**src/rtl/plot_arbiter.sv**
```systemverilog
// Shares the VGA adapter plot port between four round-robin player requesters and a
// full-screen clear sweep that always takes priority over player plots.
module plot_arbiter #(
    parameter int unsigned X_MAX        = 160,
    parameter int unsigned Y_MAX        = 120,
    parameter logic [2:0]  CLEAR_COLOUR = 3'b000,
    parameter logic [2:0]  P1_COLOUR    = 3'b001,
    parameter logic [2:0]  P2_COLOUR    = 3'b010,
    parameter logic [2:0]  P3_COLOUR    = 3'b100,
    parameter logic [2:0]  P4_COLOUR    = 3'b110
) (
    input  logic        CLOCK_50,
    input  logic        reset,
    input  logic [3:0]  req,
    input  logic [59:0] pos,
    output logic [3:0]  ack,
    input  logic        clear_req,
    output logic        clear_busy,
    output logic        clear_done,
    output logic [7:0]  x,
    output logic [6:0]  y,
    output logic [2:0]  colour,
    output logic        plot
);

    localparam logic [7:0] XLimit = 8'(X_MAX);
    localparam logic [6:0] YLimit = 7'(Y_MAX);
    localparam logic [7:0] XLast  = 8'(X_MAX - 1);
    localparam logic [6:0] YLast  = 7'(Y_MAX - 1);

    typedef enum logic [1:0] {
        StIdle,
        StPlot,
        StClear,
        StDone
    } state_e;

    state_e      state_q, state_d;
    logic [1:0]  last_q, last_d;
    logic [7:0]  x_q, x_d;
    logic [6:0]  y_q, y_d;
    logic [2:0]  colour_q, colour_d;
    logic        plot_q, plot_d;
    logic [3:0]  ack_q, ack_d;
    logic        busy_q, busy_d;
    logic        done_q, done_d;

    logic [14:0] pos_arr [4];
    logic        grant_found;
    logic [1:0]  grant_idx;
    logic [1:0]  cand;
    logic [7:0]  sel_x;
    logic [6:0]  sel_y;
    logic [2:0]  sel_colour;
    logic        sel_in_range;
    logic        sweep_last;

    always_comb begin
        for (int i = 0; i < 4; i++) begin
            pos_arr[i] = pos[15*i +: 15];
        end
    end

    // Round-robin search starting just after the last granted player, wrapping mod 4.
    always_comb begin
        grant_found = 1'b0;
        grant_idx   = last_q;
        cand        = 2'd0;
        for (int k = 1; k <= 4; k++) begin
            cand = last_q + 2'(k);
            if (!grant_found && req[cand]) begin
                grant_found = 1'b1;
                grant_idx   = cand;
            end
        end
    end

    always_comb begin
        sel_x = pos_arr[grant_idx][14:7];
        sel_y = pos_arr[grant_idx][6:0];
        unique case (grant_idx)
            2'd0: sel_colour = P1_COLOUR;
            2'd1: sel_colour = P2_COLOUR;
            2'd2: sel_colour = P3_COLOUR;
            2'd3: sel_colour = P4_COLOUR;
        endcase
        sel_in_range = (sel_x < XLimit) && (sel_y < YLimit);
    end

    // During the sweep x_q/y_q double as the raster counters.
    assign sweep_last = (x_q == XLast) && (y_q == YLast);

    always_ff @(posedge CLOCK_50) begin
        if (reset) begin
            state_q  <= StIdle;
            last_q   <= 2'd3;
            x_q      <= '0;
            y_q      <= '0;
            colour_q <= '0;
            plot_q   <= 1'b0;
            ack_q    <= '0;
            busy_q   <= 1'b0;
            done_q   <= 1'b0;
        end else begin
            state_q  <= state_d;
            last_q   <= last_d;
            x_q      <= x_d;
            y_q      <= y_d;
            colour_q <= colour_d;
            plot_q   <= plot_d;
            ack_q    <= ack_d;
            busy_q   <= busy_d;
            done_q   <= done_d;
        end
    end

    always_comb begin
        state_d = state_q;
        unique case (state_q)
            StIdle: begin
                if (clear_req) begin
                    state_d = StClear;
                end else if (grant_found) begin
                    state_d = StPlot;
                end
            end
            StPlot:  state_d = StIdle;
            StClear: begin
                if (sweep_last) begin
                    state_d = StDone;
                end
            end
            StDone:  state_d = StIdle;
            default: state_d = StIdle;
        endcase
    end

    always_comb begin
        last_d   = last_q;
        x_d      = x_q;
        y_d      = y_q;
        colour_d = colour_q;
        plot_d   = 1'b0;
        ack_d    = '0;
        busy_d   = busy_q;
        done_d   = 1'b0;
        unique case (state_q)
            StIdle: begin
                if (clear_req) begin
                    x_d      = '0;
                    y_d      = '0;
                    colour_d = CLEAR_COLOUR;
                    plot_d   = 1'b1;
                    busy_d   = 1'b1;
                end else if (grant_found) begin
                    x_d              = sel_x;
                    y_d              = sel_y;
                    colour_d         = sel_colour;
                    // Off-screen positions are still acknowledged so the requester moves on.
                    plot_d           = sel_in_range;
                    ack_d[grant_idx] = 1'b1;
                    last_d           = grant_idx;
                end
            end
            StClear: begin
                if (sweep_last) begin
                    busy_d = 1'b0;
                    done_d = 1'b1;
                end else begin
                    plot_d = 1'b1;
                    if (x_q == XLast) begin
                        x_d = '0;
                        y_d = y_q + 7'd1;
                    end else begin
                        x_d = x_q + 8'd1;
                    end
                end
            end
            default: begin
            end
        endcase
    end

    assign x          = x_q;
    assign y          = y_q;
    assign colour     = colour_q;
    assign plot       = plot_q;
    assign ack        = ack_q;
    assign clear_busy = busy_q;
    assign clear_done = done_q;

`ifndef SYNTHESIS
    ack_onehot: assert property (@(posedge CLOCK_50) disable iff (reset) $onehot0(ack_q));
    no_plot_idle_done: assert property (@(posedge CLOCK_50) disable iff (reset)
        (state_q == StIdle || state_q == StDone) |-> !plot_q);
`endif

endmodule

```
**config.mk**
```make
export PLATFORM = sky130hd
export DESIGN_NAME = plot_arbiter
export DESIGN_NICKNAME = d
export VERILOG_FILES = /design/src/rtl/plot_arbiter.sv
export SDC_FILE = /design/constraint.sdc
export NUM_CORES = 1
export LEC_CHECK = 0
export CAP_MARGIN = 20
export CORE_ASPECT_RATIO = 0.75
export CORE_MARGIN = 2
export CORE_UTILIZATION = 44
export CTS_CLUSTER_DIAMETER = 50
export DETAILED_ROUTE_END_ITERATION = 6
export HOLD_SLACK_MARGIN = 0.08
export PLACE_DENSITY = 0.85
export SYNTH_ARGS = -nofsm -noshare
export SYNTH_HDL_FRONTEND = slang
export SYNTH_SLANG_ARGS = --single-unit
```
**constraint.sdc**
```tcl
create_clock -name CLOCK_50 -period 3.01 [get_ports CLOCK_50]
set_input_delay 0.4515 -clock CLOCK_50 [delete_from_list [all_inputs] [get_ports CLOCK_50]]
set_output_delay 0.4515 -clock CLOCK_50 [all_outputs]
set_load 0.005 [all_outputs]
```
Word-level counts from Yosys, hierarchy flattened

Cells that the tools add are included.

Register bits after elaboration: 29
Bits of input ports: 67
Output and inout port bits: 25
Logic and storage cells: 109

$add $sub $neg: 5
$lt $le $gt $ge: 9
Equality and inequality tests: 13
Mux-type cells: 46
Bitwise logic cells: 5
Reduce and logical (&&, ||, !) cells: 22

Operators by type and width:

| cell                | number |
|---|---|
| $mux 8              | 4 |
| $bmux 15 s2         | 1 |
| $mux 15             | 2 |
| $mux 7              | 4 |
| $pmux 8 s2          | 1 |
| $lt 2x3->1 const B  | 5 |
| $mux 1              | 15 |
| $mux 2              | 7 |
| $pmux 7 s2          | 1 |
| $pmux 3 s4          | 1 |
| $reduce_and 3->1    | 3 |
| $add 8x1->8 const B | 1 |
| $bmux 1 s2          | 4 |
| $eq 2x2->1 const B  | 4 |
| $eq 8x8->1 const B  | 1 |
| $lt 8x8->1 const B  | 1 |
| $ne 2x2->1 const B  | 4 |
| $add 7x1->7 const B | 1 |
| $eq 7x7->1 const B  | 1 |
| $lt 7x7->1 const B  | 1 |
| $logic_and 1x1->1   | 6 |
| $mux 3              | 2 |
| $pmux 2 s3          | 1 |
| $add 2x2->2 const B | 2 |
| 16 further kinds    | 27 |

Depth between registers and ports, before layout

Gate-level depths: netlist (run 1).

Depth after elaboration: 22
Gate-level depth with buffers: 8

Worst setup path after synthesis (run 1)

No wires, ideal clock.

Path type: input -> register
Start point: input req[2]
End point: register y_q[3] (netlist: y[3])
Library setup time: 138 ps
Arrival: 1,967 ps
Data required time: 2,872 ps
Slack: 905 ps
Stages on the path: 7
Path buffers: 1
Cell sequence: nand2b_1 -> a21oi_1 -> a221o_1 -> buf_6 -> mux4_2 -> a22oi_1 -> a211oi_1

Cells in the longest elaborated chain, start to end: 19
Elaborated cells between the ends (all ways): 31

RTL lines:

| item                                       | line | source |
|---|---|---|
| from (decl)                                | 14   | `input logic [3:0] req,` |
| $bmux 1 s2                                 | 71   | `if (!grant_found && req[cand]) begin` |
| $mux 1 (not written as such)               | 71   |  |
| $mux 1                                     | 71   |  |
| $logic_not 1->1                            | 71   |  |
| $logic_and 1x1->1                          | 71   |  |
| $mux 1                                     | 71   |  |
| $logic_not 1->1                            | 71   |  |
| $logic_and 1x1->1                          | 71   |  |
| [2 not listed]                             | -    |  |
| $logic_and 1x1->1                          | 71   |  |
| $mux 2                                     | 71   |  |
| $not 2->3 (not written as such)            | 80   | `sel_y = pos_arr[grant_idx][6:0];` |
| $bmux 15 s2                                | 80   |  |
| $mux 15 (not written as such) (2 in a row) | 80   |  |
| $mux 7                                     | 155  | `end else if (grant_found) begin` |
| $mux 7                                     | 149  | `if (clear_req) begin` |
| $pmux 7 s2                                 | 147  | `unique case (state_q)` |
| to (signal assigned)                       | 108  | `y_q <= y_d;` |
| to (decl)                                  | 41   | `logic [6:0] y_q, y_d;` |

Several ways; a longest one is shown, not always the timed one. The select of a mux whose other input is x is not followed.
A chain may end at the register's enable or synchronous reset.

Worst setup path in the final report (run 1)

Start point: input req[3]
End point: register y_q[3] (netlist: y[3])

The elaborated chain is that of the path after synthesis.

==> run summary, run 1 <==
The maximum clock insertion buffer count is 2, and the area growth from synthesis to layout is 56.05%. During synthesis, Yosys emitted a total of 0 warnings. Ranked by total cell area, the synthesized netlist is headed by sky130_fd_sc_hd__dfxtp_1, sky130_fd_sc_hd__mux4_2, sky130_fd_sc_hd__a211oi_1. CTS built an H-tree with a depth of 2. The clock net in this run drives a total of 29 sinks. The core region is 4129 µm².

The tools report the synthesized instance count as 230. The synthesized design devotes to its leading area cell type 30.03% of total area. The logs give 2183 for the via count of the first global-routing pass and 0 for the residual antenna-violating net count after detailed routing. At the end of the flow, the number of nets in the layout was 392. In this run, distinct cell masters in the synthesized netlist total 47. The worst path uses 82.54% of the clock period. The setup skew after layout was 7.339 ps; the slew of the pin with the lowest slew margin was 663.8 ps. For the worst setup path, the data required time is 3140 ps. The static leakage power came out at 1.125 nW. The clock reaches the later pin of the worst-skew pair after 290 ps. For the count of endpoints failing hold in the final timing report, the log shows 0. Post-CTS timing repair inserted 0 buffers for setup. TritonCTS built the clock tree. The cell at the root of the clock tree is sky130_fd_sc_hd__clkbuf_8. Sequential elements use 30.03% of the synthesized area.

The tools report the end of the worst register-to-register path as y[0]$_SDFFE_PP0P_. For this design the top-level I/O count stands at 92. Traced cell by cell, the critical path runs through clkdlybuf4s50_1 -> or2b_1 -> o21ai_2 -> a221o_1 -> mux4_2 -> a22oi_1 -> a211oi_1. After layout, the minimum clock period comes to 2485 ps. The path class of the tightest hold or removal check is reg2reg. The run gives 10140 µm as the wire length of the first global-routing pass. The floorplan die width is 80.54 µm, and the synthesized net count is 299. The synthesized design contains 29 register bits. The critical path is of the in2reg type. The startpoint identified for the worst register-to-register timing path is x[0]$_SDFFE_PP0P_. The worst setup path is launched from a primary input. In the layout the commonest cells are sky130_fd_sc_hd__clkdlybuf4s50_1, sky130_fd_sc_hd__dfxtp_1, sky130_fd_sc_hd__nor2_1, sky130_fd_sc_hd__a211oi_1, sky130_fd_sc_hd__nand2_1.

The pre-antenna-repair detailed-routing pass consisted of 5 iterations. The tools report the initial DRC count as 127. In the final timing run, aggregate negative setup slack is 0 ps.

The count of flip-flops with a built-in enable after synthesis works out to 0. The minimum setup slack in the final design was 525.4 ps; the effective utilization at floorplan was 46.82%. Of all cell types, the one taking the most synthesized area is sky130_fd_sc_hd__dfxtp_1. Global routing consumed, over all layers together, 27.63% of the routing resources. The tools report the worst relative slew slack as 55.58%. The tools report the kind of capture point of the worst setup path as a flop. The initial antenna violation count came out at 0.

The logs give 325 for the count of fill cells added during filler insertion and 0 for the max capacitance violation total. In the final routed layout, each cell accounts on average for 16.78 µm. The power density over the cells works out to 430.6 nW/µm². Final number of setup-violating endpoints: 0. Counting flops with an async set or reset pin after synthesis yields a share of 0%.

In the routed design, unresolved DRC markers number 0. The congestion estimate from routability-driven global placement came to 0.8085. Counting the buffers created by CTS gives 5. The worst stage delay on the critical path is 580 ps. 0 antenna diodes ended up in the layout.

In this run the worst setup path begins at req[3]. The critical path ends at y[3]$_SDFFE_PP0P_. Site row count: 20. Global routing finished with a remaining overflow of 0. The most common cell after layout, fill and taps aside was sky130_fd_sc_hd__clkdlybuf4s50_1. For this design, the slowest cell found on the critical path is sky130_fd_sc_hd__mux4_2. The number of max-slew violations in the final report was 0; the fraction of final layout cells sized beyond drive strength 1 was 9.259%.

Data on the critical path arrives at its endpoint at 2620 ps. The count of cells along the worst register-to-register path works out to 7. The flow ran to the end, and the final reports show no timing, DRC or antenna violations.

The overall via count from detail_route is 2273, and the post-synthesis cell area is 1933 µm². The tools report the maximum vdd ir drop as 0.2255 mV. Dividing the synthesized area by the synthesized cell count gives 8.405 µm².

Average vias per placed instance: 5.997. The maximum fanout count along the critical path works out to 5. The most used flip-flop cell after synthesis is sky130_fd_sc_hd__dfxtp_1.

The y dimension of the die works out to 61.40 µm. Timing analysis after detailed placement gives a worst setup slack of 235.5 ps. The setup slack on the worst flop-to-flop path is 570 ps. During placement, the flow inserted port buffers numbering 91. The run gives 6360 µm as the total wirelength of the detailed-routed design. Summed over all nets, the half-perimeter wirelength after detailed placement is 5013 µm. The tools report the hold-fix buffer count after cts as 0. Gates resized during post-CTS repair numbered 0. The die covers 4945 µm².

Clock-pin slew was measured on the worst setup and hold paths at 70 ps. Achievable clock frequency: 402.5 MHz. Setup repair after global routing left no endpoint under its margin. Entering global routing, the biggest net connects 21 pins.
[worst max-delay path: cells and delay by family]
family	cells	cell delay, ps
multiplexers	1	580
AO/OA/AOI/OAI	4	800
AND/OR/NAND/NOR	1	270
buffers and inverters	1	510
[kinds of logic (layout without fill, tap and decap cells)]
family / count (synthesis) / in the layout / synth area share (%)
buffers and inverters: 21 / 115 / 4.725
muxes: 12 / 12 / 10.74
and+or+nand+nor: 90 / 90 / 23.62
DFF: 29 / 29 / 30.03
adders and majority gates: 2 / 2 / 1.294
xor gates and xnor gates: 5 / 5 / 2.266
AOI/OAI and AO/OA: 71 / 71 / 27.32
[through the flow]
step / std cells / utilization, % / power, mW / cell area, µm² / hold WS [ps]
after global placement: 371 / 70.61 / 0.9301 / 2915 / 495.3
after global routing: 379 / 73.06 / 1.366 / 3017 / 573.6
after detailed placement: 371 / 70.61 / 0.9402 / 2915 / 502.9
after CTS: 379 / 73.06 / 1.297 / 3017 / 523.3
final: 379 / 73.06 / 1.299 / 3017 / 511.8
after floorplan: 230 / - / 0.7200 / 1933 / 477.6
[worst min path at each step]
stage | from | end | slack (ps) | cells past startpoint
2_1_floorplan | colour[0]$_SDFFE_PP0P_ | colour[0]$_SDFFE_PP0P_ | 480 | 2
3_3_place_gp | clear_busy$_SDFFE_PP0P_ | clear_busy$_SDFFE_PP0P_ | 500 | 2
3_5_place_dp | colour[0]$_SDFFE_PP0P_ | colour[0]$_SDFFE_PP0P_ | 500 | 2
4_1_cts | colour[0]$_SDFFE_PP0P_ | colour[0]$_SDFFE_PP0P_ | 520 | 2
5_1_grt | colour[2]$_SDFFE_PP0P_ | colour[2]$_SDFFE_PP0P_ | 570 | 2
6_report | colour[0]$_SDFFE_PP0P_ | colour[0]$_SDFFE_PP0P_ | 510 | 2
[cell usage after synthesis, types with 2 or more instances]
cell type                  count
sky130_fd_sc_hd__nor3_1        6
sky130_fd_sc_hd__nor4_1        7
sky130_fd_sc_hd__nand3_1       8
sky130_fd_sc_hd__a21oi_1      10
sky130_fd_sc_hd__and2_1        2
sky130_fd_sc_hd__inv_1         6
sky130_fd_sc_hd__xor2_1        2
sky130_fd_sc_hd__a211oi_1     19
sky130_fd_sc_hd__dfxtp_1      29
sky130_fd_sc_hd__xnor2_1       3
sky130_fd_sc_hd__o21ai_0      13
sky130_fd_sc_hd__ha_1          2
sky130_fd_sc_hd__o211ai_1      3
sky130_fd_sc_hd__nand2_1      18
sky130_fd_sc_hd__mux2i_1       5
sky130_fd_sc_hd__mux4_2        7
sky130_fd_sc_hd__nand2b_1      4
sky130_fd_sc_hd__or4_1         2
sky130_fd_sc_hd__or3_1         2
sky130_fd_sc_hd__clkbuf_1      9
sky130_fd_sc_hd__nor2_1       21
sky130_fd_sc_hd__a31oi_1       4
sky130_fd_sc_hd__o221a_2       2
sky130_fd_sc_hd__o311a_1       3
sky130_fd_sc_hd__nand4_1       2
sky130_fd_sc_hd__a22oi_1       5
sky130_fd_sc_hd__and3_1       13
sky130_fd_sc_hd__buf_2         4
[power breakdown]
group / total, mW / internal (mW) / switching (mW)
Sequential: 0.468 / 0.420 / 0.0473
Clock: 0.361 / 0.206 / 0.155
Combinational: 0.470 / 0.268 / 0.201
Total: 1.30 / 0.895 / 0.404
[flip-flops by register name, indices dropped and copies added (netlist names)]
| register | cells |
|---|---|
| ack | 4 |
| clear_busy | 1 |
| clear_done | 1 |
| colour | 3 |
| last_q | 2 |
| plot | 1 |
| state_q | 2 |
| x | 8 |
| y | 7 |
[final cells by class]
class                           count  area [µm²]  share of cell area [%]
Sequential cell                    29       580.6                   19.25
Clock buffer                        7       96.34                   3.194
Tap cell                           55       68.82                   2.281
Clock inverter                      1       5.005                  0.1659
Timing Repair Buffer              100       978.4                   32.43
Inverter                            7       26.28                  0.8710
Multi-Input combinational cell    180        1261                   41.81
[routing by layer]
layer / GRT usage [%] / wire, µm
met2: 48.10 / 3100
met4: 10.90 / 123
met3: 8.065 / 534
met1: 32.91 / 2602
met5: 0 / 0
Power figures use the tool's default switching activity.
==> run 2: changes to the inputs <==
--- a/config.mk
+++ b/config.mk
@@ -8,11 +8,11 @@
 export CAP_MARGIN = 20
 export CORE_ASPECT_RATIO = 0.75
 export CORE_MARGIN = 2
-export CORE_UTILIZATION = 44
+export CORE_UTILIZATION = 41
 export CTS_CLUSTER_DIAMETER = 50
 export DETAILED_ROUTE_END_ITERATION = 6
 export HOLD_SLACK_MARGIN = 0.08
-export PLACE_DENSITY = 0.85
+export PLACE_DENSITY = 0.8
 export SYNTH_ARGS = -nofsm -noshare
 export SYNTH_HDL_FRONTEND = slang
 export SYNTH_SLANG_ARGS = --single-unit
==> constraint.sdc (replaced) <==
create_clock -name CLOCK_50 -period 2.3 [get_ports CLOCK_50]
set_input_delay 0.345 -clock CLOCK_50 [delete_from_list [all_inputs] [get_ports CLOCK_50]]
set_output_delay 0.345 -clock CLOCK_50 [all_outputs]
set_load 0.005 [all_outputs]
==> run 2 against run 1 <==
  * Utilization shrank 0.24 points
  * Combinational power rose by 54%
  * Die area increased by 6.9%
  * Count of clock-buffer cells in the layout is the same
  * Critical path type unchanged
  * Critical endpoint unchanged
  * Largest cell class unchanged
==> run summary, run 2 (same netlist as run 1, synthesis figures left out) <==
The clock period could shrink to 2223 ps. The area growth from synthesis to layout is 69.26%. Number of max-slew violations in the final report: 0 (unchanged). The met1 routing resource usage after global routing is 32.01% (-0.90 points), and the setup skew after layout is 7.280 ps (-0.05932 ps).

The run gives 2365 (+8.3%) as the via count of the first global-routing pass. Count of placed standard cells including taps: 402 (+8.4%). The routed wire length per instance is 16.57 µm (-1.2%). The power density over the cells was 537.9 nW/µm² (+25%); the final routed DRC violation total was 0 (unchanged).

The overall via count from detail_route was 2405 (+5.8%). TritonCTS built the clock tree. The tools report the kind of capture point of the worst setup path as a flop. For the placeable core area, the log shows 4493 µm² (+8.8%). The maximum vdd ir drop came out at 0.3235 mV (+43%). The met2 layer usage reported by global route is 44.56% (-3.5 points). The run gives 0 ps (unchanged) as the setup total negative slack.

The minimum setup slack in the final design came out at 76.70 ps (-448.7 ps). The count of boundary I/O pins was 92 (unchanged). The tools report the minimum setup slack after placement as -336.3 ps (-571.7 ps). For the total wirelength of the detailed-routed design, the log shows 6812 µm (+7.1%). The run gives 2380 ps (-240 ps) as the worst path arrival time. The H-tree depth was 2 (unchanged).

The tools report the maximum number of pins on one net before global-route repair as 20 (-4.8%). For the hold-fix buffer count after cts, the log shows 0 (unchanged). For the weighted congestion reported at the end of routability-driven placement, the log shows 0.9049 (+12%).

The cell at the root of the clock tree is sky130_fd_sc_hd__clkbuf_8. The tools report the final number of setup-violating endpoints as 0 (unchanged). STA classifies the critical path startpoint as a primary input.

The achievable clock frequency was 449.8 MHz. The class of the most critical setup path was in2reg. The type of the worst min-delay path is reg2reg. Critical path data required time: 2460 ps (-680 ps).

The most common cell after layout, fill and taps aside is sky130_fd_sc_hd__clkdlybuf4s50_1. The average vias per placed instance is 5.852 (-2.4%), and the count of endpoints failing hold in the final timing report is 0 (unchanged). The maximum clock insertion buffer count was 2 (unchanged); the effective utilization at floorplan was 43.02% (-3.8 points). The flip-flop count of the largest register after layout works out to 8 (unchanged). The slew of the pin with the lowest slew margin came out at 727.6 ps (+63.75 ps).

Met3 global-route usage: 5.374% (-2.7 points). The worst relative slew slack came out at 51.05% (-4.5 points). For the total grt overflow, the log shows 0 (unchanged). The placed wire-length estimate after detailed placement was 5384 µm (+7.4%); the floorplan die width was 83.29 µm (+3.4%).

The final critical path takes up 96.67% of the cycle. The max capacitance violation total is 0 (unchanged), and the maximum fanout count along the critical path is 4 (-1). The clock sink count came out at 29 (unchanged). The logs give 423 (+7.9%) for the post-layout net count and 290 ps (about the same) for the clock latency at the later pin of the worst-skew pair. The final non-filler cell total is 411 (+8.4%), and the wire length of the first global-routing pass is 10930 µm (+7.7%). The clock-pin slew reported for the worst setup and hold paths after clock tree synthesis came out at 70 ps (about the same). The peak-usage layer in the global routing report was met2. The run gives 0 (unchanged) as the initial antenna violation count.

The residual antenna-violating net count after detailed routing is 0 (unchanged). The count of buffers from port buffering is 91 (unchanged). The static leakage power is 1.277 nW (+13%), and the antenna diode count is 0 (unchanged). The logs give 520.9 ps (+9.091 ps) for the final-layout worst hold slack and 5 (unchanged) for the number of optimization iterations in the first detailed-route pass.

The y dimension of the die is 63.47 µm (+3.4%), and the number of buffers inserted during clock tree synthesis is 5 (unchanged). The top cell types in the final layout, fill and taps aside, are sky130_fd_sc_hd__clkdlybuf4s50_1, sky130_fd_sc_hd__buf_4, sky130_fd_sc_hd__dfxtp_1, sky130_fd_sc_hd__nor2_1, sky130_fd_sc_hd__a211oi_1. The overall fraction of global-route tracks in use was 25.87% (-1.8 points).

The flow ran to the end, and the final reports show no timing, DRC or antenna violations. The overall power consumption is 1.760 mW (+35%), and the fraction of final layout cells sized beyond drive strength 1 is 18.93% (+9.7 points). The run gives 21 (+5.0%) as the site row count. The tools report the die outline area as 5286 µm² (+6.9%). Initial DRC count: 137 (+7.9%).
run 2: repair_timing:
item / in CTS / in global routing
resized for setup: 0 / 10
setup endpoints to repair: 3 / 17
setup buffers: 1 / 1
cloned: 0 / 0
pin swaps: 0 / 3
run 2: area by class of cell:
cell class | count | area, µm²
Multi-Input combinational cell | 180 | 1289
Sequential cell | 29 | 581.8
Clock buffer | 7 | 86.33
Tap cell | 57 | 71.32
Fill cell | 332 | 1221
Inverter | 7 | 26.28
Timing Repair Buffer | 131 | 1217
run 2: through the flow:
step	instance area (µm²)	utilization, %
global route	3272	72.82
floorplan	1933	-
detailed placement	3136	69.79
CTS	3229	71.87
global placement	3136	69.79
finish	3272	72.82
run 2: final timing paths:
kind	from	depth (start not counted)	slack, ps	to
worst min-delay path	colour[2]$_SDFFE_PP0P_	2	520	colour[2]$_SDFFE_PP0P_
worst max register to register	x[1]$_SDFFE_PP0P_	6	90	y[5]$_SDFFE_PP0P_
worst min register to register	colour[2]$_SDFFE_PP0P_	2	520	colour[2]$_SDFFE_PP0P_
worst max-delay path	req[1]	8	80	y[3]$_SDFFE_PP0P_
run 2: critical path: stages:
cell and delay, ps:
sky130_fd_sc_hd__clkdlybuf4s50_1 520, sky130_fd_sc_hd__nand2b_1 110, sky130_fd_sc_hd__a21oi_2 220, sky130_fd_sc_hd__a221o_1 190
sky130_fd_sc_hd__buf_6 130, sky130_fd_sc_hd__mux4_2 550, sky130_fd_sc_hd__a22oi_2 220, sky130_fd_sc_hd__a211oi_1 90
run 2: layer usage:
metal / part of all wire, % / wire (µm)
met1: 42 / 2831
met5: 0 / 0
met2: 47 / 3230
met4: 3.3 / 226
met3: 7.7 / 524
run 2: report_power, final:
| group | total [mW] | switching, mW | internal, mW |
|---|---|---|---|
| clock network | 0.433 | 0.196 | 0.237 |
| registers | 0.602 | 0.0513 | 0.551 |
| logic | 0.725 | 0.305 | 0.420 |
